### src/rtl/am_mod_pipe_pkg.sv
// Shared AM modulator types and Q8.8 modulation-index constants.
package pack_me;

  localparam int unsigned K_W    = 16;
  localparam int unsigned K_FRAC = 8;

  typedef logic signed [15:0] sig;
  typedef logic signed [31:0] msig;

  typedef struct packed {
    logic sat;
    logic overmod;
  } am_flags_t;

endpackage

### src/rtl/am_mod_pipe_sat.sv
// Signed IW-bit to OW-bit clamp with a flag set when the value was changed.
module am_sat #(
  parameter int unsigned IW = 51,
  parameter int unsigned OW = 32
) (
  input  logic signed [IW-1:0] din,
  output logic signed [OW-1:0] dout_c,
  output logic                 sat_c
);

  localparam logic signed [IW-1:0] MAX_V = {{(IW-OW+1){1'b0}}, {(OW-1){1'b1}}};
  localparam logic signed [IW-1:0] MIN_V = {{(IW-OW+1){1'b1}}, {(OW-1){1'b0}}};

  always_comb begin
    dout_c = OW'(din);
    sat_c  = 1'b0;
    if (din > MAX_V) begin
      dout_c = OW'(MAX_V);
      sat_c  = 1'b1;
    end else if (din < MIN_V) begin
      dout_c = OW'(MIN_V);
      sat_c  = 1'b1;
    end
  end

endmodule

### src/rtl/am_mod_pipe.sv
// Three-stage standard-AM modulator with valid/ready, channel tag,
// output saturation and overmodulation detection/counting.
module am_mod_pipe
  import pack_me::*;
#(
  parameter int unsigned W  = 16,
  parameter int unsigned CH = 1,
  localparam int unsigned CW = (CH > 1) ? $clog2(CH) : 1
) (
  input  logic                  clk,
  input  logic                  rst_n,
  input  logic                  in_valid,
  output logic                  in_ready,
  input  logic signed [W-1:0]   carrier_in,
  input  logic signed [W-1:0]   signal_in,
  input  logic [K_W-1:0]        k_in,
  input  logic [CW-1:0]         ch_in,
  output logic                  out_valid,
  input  logic                  out_ready,
  output logic signed [2*W-1:0] signal_out,
  output logic [CW-1:0]         ch_out,
  output logic                  sat_out,
  output logic                  overmod_out,
  input  logic                  clear_count,
  output logic [15:0]           overmod_count
);

  localparam int unsigned PW = 2 * W;
  localparam int unsigned QW = W + K_W + 1;
  localparam int unsigned MW = 2 * W + K_W + 2;
  localparam int unsigned TW = MW + 1;

  // Envelope goes negative when k*s drops below -2^(W-1) * 2^K_FRAC
  localparam logic signed [QW-1:0] OM_LIM = {{(QW-W-K_FRAC+1){1'b1}}, {(W+K_FRAC-1){1'b0}}};

  logic                 s1_valid;
  logic signed [PW-1:0] s1_p;
  logic signed [QW-1:0] s1_q;
  logic [K_W-1:0]       s1_k;
  logic signed [W-1:0]  s1_c;
  logic [CW-1:0]        s1_ch;

  logic                 s2_valid;
  logic signed [MW-1:0] s2_m;
  logic                 s2_om;
  logic signed [W-1:0]  s2_c;
  logic [CW-1:0]        s2_ch;

  logic                 s3_valid;
  am_flags_t            s3_flags;

  logic                 en;
  logic signed [PW-1:0] p_c;
  logic signed [QW-1:0] q_c;
  logic signed [MW-1:0] m_c;
  logic                 om_c;
  logic signed [TW-1:0] t_c;
  logic signed [PW-1:0] clamp_c;
  logic                 sat_c;

  assign en       = !s3_valid || out_ready;
  assign in_ready = en;

  assign p_c  = PW'(carrier_in) * PW'(signal_in);
  assign q_c  = QW'($signed({1'b0, k_in})) * QW'(signal_in);
  assign m_c  = ((MW'(s1_p) <<< 1) * MW'($signed({1'b0, s1_k}))) >>> K_FRAC;
  assign om_c = s1_q < OM_LIM;
  assign t_c  = ((TW'(s2_c) <<< W) + TW'(s2_m)) >>> 1;

  am_sat #(
    .IW(TW),
    .OW(PW)
  ) u_sat (
    .din   (t_c),
    .dout_c(clamp_c),
    .sat_c (sat_c)
  );

  assign out_valid   = s3_valid;
  assign sat_out     = s3_flags.sat;
  assign overmod_out = s3_flags.overmod;

  // Pipeline: one global enable, so a stall freezes bubbles too
  always_ff @(posedge clk) begin
    if (!rst_n) begin
      s1_valid   <= 1'b0;
      s1_p       <= '0;
      s1_q       <= '0;
      s1_k       <= '0;
      s1_c       <= '0;
      s1_ch      <= '0;
      s2_valid   <= 1'b0;
      s2_m       <= '0;
      s2_om      <= 1'b0;
      s2_c       <= '0;
      s2_ch      <= '0;
      s3_valid   <= 1'b0;
      s3_flags   <= '0;
      signal_out <= '0;
      ch_out     <= '0;
    end else if (en) begin
      s1_valid   <= in_valid;
      s1_p       <= p_c;
      s1_q       <= q_c;
      s1_k       <= k_in;
      s1_c       <= carrier_in;
      s1_ch      <= ch_in;
      s2_valid   <= s1_valid;
      s2_m       <= m_c;
      s2_om      <= om_c;
      s2_c       <= s1_c;
      s2_ch      <= s1_ch;
      s3_valid   <= s2_valid;
      s3_flags   <= '{sat: sat_c, overmod: s2_om};
      signal_out <= clamp_c;
      ch_out     <= s2_ch;
    end
  end

  // Saturating count of transferred overmodulated samples; clear wins
  always_ff @(posedge clk) begin
    if (!rst_n) begin
      overmod_count <= '0;
    end else if (clear_count) begin
      overmod_count <= '0;
    end else if (s3_valid && out_ready && s3_flags.overmod && (overmod_count != 16'hFFFF)) begin
      overmod_count <= overmod_count + 16'd1;
    end
  end

endmodule
### config.mk
export PLATFORM = sky130hd
export DESIGN_NAME = am_mod_pipe
export DESIGN_NICKNAME = d
export VERILOG_FILES = /design/src/rtl/am_mod_pipe_pkg.sv /design/src/rtl/am_mod_pipe_sat.sv /design/src/rtl/am_mod_pipe.sv
export SDC_FILE = /design/constraint.sdc
export NUM_CORES = 2
export LEC_CHECK = 0
export CAP_MARGIN = 20
export CORE_ASPECT_RATIO = 2
export CORE_MARGIN = 10
export CORE_UTILIZATION = 25
export DETAILED_ROUTE_END_ITERATION = 10
export MAX_ROUTING_LAYER = met4
export PLACE_DENSITY_LB_ADDON = 0.3
export SLEW_MARGIN = 15
export SYNTH_ARGS = -nofsm -noshare
export SYNTH_HDL_FRONTEND = slang
export SYNTH_HIERARCHICAL = 1
export SYNTH_SLANG_ARGS = --single-unit
### constraint.sdc
create_clock -name clk -period 6.7 [get_ports clk]
set_input_delay 1.34 -clock clk [delete_from_list [all_inputs] [get_ports clk]]
set_output_delay 1.34 -clock clk [all_outputs]
set_load 0.01 [all_outputs]
==> impl_metrics.toml <==
[route]
first_pass_iters = 5
wl_um = 148000
viasPerCell = 4.46
antenna_left = 0
drt_iter0_drc = 1223
drc = 0
dr_total_vias = 34800
wire_per_inst_um = 19.0

[yosys]
yosysSeqAreaShare_pct = 8.64
ys_ff_latch = 188
syn_nets = 6334
synthDistinctLibCells = 75
synth_area_um2 = 43500
synth_edf_count = 0
synth-main-ff-cell = "dfxtp_1"
yosys_warnings = 6
synth-async-reset-ratio_pct = 0
postSynthAreaPerCell_um2 = 8.72
synth_cells = 4994

[clock_network]
cts_tree = "yes"
cts_buffers = 17
clockRootBuffer = "clkbuf_16"
clkSinkCount = 188
clk_pin_slew_ns = 0.10
htreeDepth = 4
cts_max_path_buffers = 2
holdBufCountCts = 0
clock_latency_ns = 0.52

[finish]
fin_util_pct = 31.5
antenna_cells = 0
final_layout_size_suffix_gt1_share_pct = 18.3
layout.nets = 6846
design_area_um2 = 54500
areaGrowthSynthToFinish_pct = 25.3

[grt]
grt_util_met1_pct = 13.7
grt_busiest_layer = "met2"
antenna_found_initial = 1
grt_util_met3_pct = 1.16
grt_pass1_vias = 40500
grt_max_degree = 137
grt.overflow.total = 0
grt_use_total_pct = 16.2
grt_first_pass_wirelength_um = 229000
use_met2_pct = 32.6

[timing]
fin_crit_ns = 6.66
finalSetupTns_ns = 0
worst_pin_slew_ns = 1.03
grt_setup_unrepaired = "true"
fin_skew_ns = 0.0231
hold_viol_final = 0
maxSlewViolCount = 0
post-route-period-util_pct = 99.4
setup_violations = 0
max_freq_ghz = 0.150
slew_headroom_pct = 31.6

[setup_path]
critPathMostFrequentCell = "fa_2"
cp.arrival_ns = 7.07
crit_start = "carrier_in[5]"
cp-end-kind = "flip-flop"
reg2reg_from = "s1_k[5]"
start_kind = "primary input"
criticalPathCategory = "in -> reg"
cp.required_ns = 7.11
crit_slowest_cell = "fa_2"
cp_max_fo = 7
crit_path_max_incr_delay_ns = 0.57
cp.buffers_inverters = 6
cpLargestDelayFamily = "adder cells"
path_cells = "clkbuf_4, buf_6, buf_8, and2_4, fa_2, inv_2, fa_2, fa_2, fa_2, inv_2, fa_2, fa_2, ha_4, a21o_1, a21o_1, a21oi_2, o21ai_2, o31ai_4, o221ai_2, and2_4, buf_6, a31oi_4, mux2i_1, nand2_1"

[die]
start_util_pct = 25.1
ios = 107
die_x_um = 315
num_rows = 216
die_area_um2 = 192000
core_area_um2 = 173000
fp.dieH_um = 610

[place]
post_dp_cell_area_um2 = 51600
dp_hpwl_um = 125000
gp_congestion = 0.935
port_buffers = 106

[run_status]
status = "completed"

[min_path]
min_from = "s2_ch"
hold_path.class = "reg -> reg"

[flow_run]
drv_cap = 0
-- registers in the layout, indices dropped and copies added (netlist names), 10 cells and up --
name	count
s2_m	41
s1_c	16
signal_out	32
s1_p	32
s2_c	16
s1_k	16
s1_q	10
overmod_count	16
-- cell families (layout without fill, tap and decap cells) --
group,Yosys count,after routing,synth area share [%]
fa+ha+maj,1286,1286,53.2
buf+inv,1355,1880,11.7
compound gates,484,484,7.00
simple gates,1553,1553,16.8
flops,188,188,8.64
mux,2,2,0.0460
xor+xnor,126,126,2.53
-- cell type report --
class                   instances  area (µm²)
multi-input cells            3451       35900
inverters                    1128        4240
clock inverters                14         215
fillers                     18300      119000
clock buffers                  18         429
repair buffers                720        7060
flip-flops and latches        188        3780
well taps                    2289        2860
-- layout by cell type (no fill, tap or decap), types with 22 or more instances in the layout --
cell type,count
a21o_1,86
a21oi_1,191
and2_1,422
and2_4,50
buf_12,86
buf_4,449
buf_6,70
clkdlybuf4s50_1,59
dfxtp_1,176
fa_1,887
fa_2,56
ha_1,312
ha_4,26
inv_1,1072
inv_2,54
nand2_1,825
nand3_1,23
nand4_1,22
nor2_1,89
o21ai_0,53
xnor2_1,76
xor2_1,45
-- per-layer routing --
layer,up-vias,wire (µm)
li1,15800,-
met1,17900,46400
met2,710,87100
met3,422,2750
met4,0,12300
met5,-,0
-- path summary, 6_finish.rpt --
| kind | to | slack (ns) | cells after the start |
|---|---|---|---|
| worst max-delay path | s1_p[29] | 0.04 | 24 |
| worst max register to register | s2_m[39] | 0.10 | 24 |
| worst min register to register | ch_out | 0.45 | 2 |
| worst min-delay path | ch_out | 0.45 | 2 |
-- cells in the mapped netlist, drive strengths merged (3+ instances only) --
cell | n | area (µm²)
a31oi | 9 | 68.8
or2 | 4 | 25.0
a211oi | 14 | 105
nor4b | 3 | 26.3
and2 | 472 | 2950
fa | 943 | 18900
nor2 | 100 | 375
inv | 1127 | 4230
nor3b | 3 | 22.5
o22ai | 3 | 18.8
clkbuf | 215 | 807
o31a | 3 | 35.0
a211o | 3 | 26.3
dfxtp | 188 | 3760
and3 | 13 | 81.3
o31ai | 8 | 78.8
or3 | 6 | 42.5
nand4 | 22 | 138
nand2b | 20 | 125
a22oi | 3 | 22.5
o21a | 16 | 121
o21ai | 71 | 359
nand2 | 847 | 3180
a2111oi | 6 | 77.6
xnor2 | 78 | 683
a21o | 87 | 654
a21oi | 215 | 1090
ha | 343 | 4290
o211ai | 11 | 87.6
nor4 | 8 | 50.1
o21bai | 11 | 82.6
xor2 | 48 | 420
nor2b | 10 | 62.6
nand3 | 25 | 125
nor3 | 16 | 85.1
buf | 12 | 70.1
-- per-stage QoR --
stage / std cells / worst slack [ns] / hold WS, ns
final: 7808 / 0.0378 / 0.447
after global placement: 7684 / -1.28 / 0.436
after CTS: 7778 / -0.00242 / 0.445
after floorplan: 4994 / -0.0441 / 0.419
after global routing: 7808 / -0.109 / 0.467
after detailed placement: 7684 / -1.25 / 0.446
-- worst min-delay path, delay by kind of cell (launching register included) --
family             cells  cell delay (ns)
and+or+nand+nor        1             0.05
AOI/OAI and AO/OA      1             0.05
DFF                    1             0.32
-- timing repair --
action                                 4_1_cts  5_1_grt
buffers inserted                            62       29
cloned                                       5        5
pin swaps                                  165      168
endpoints found under the hold margin        0        0
resized for setup                          335      260
setup endpoints to repair                   43       40
Power is left out: the tool's default activity adds up to more than one toggle a clock period on the data nets, which glitch-free logic cannot reach.
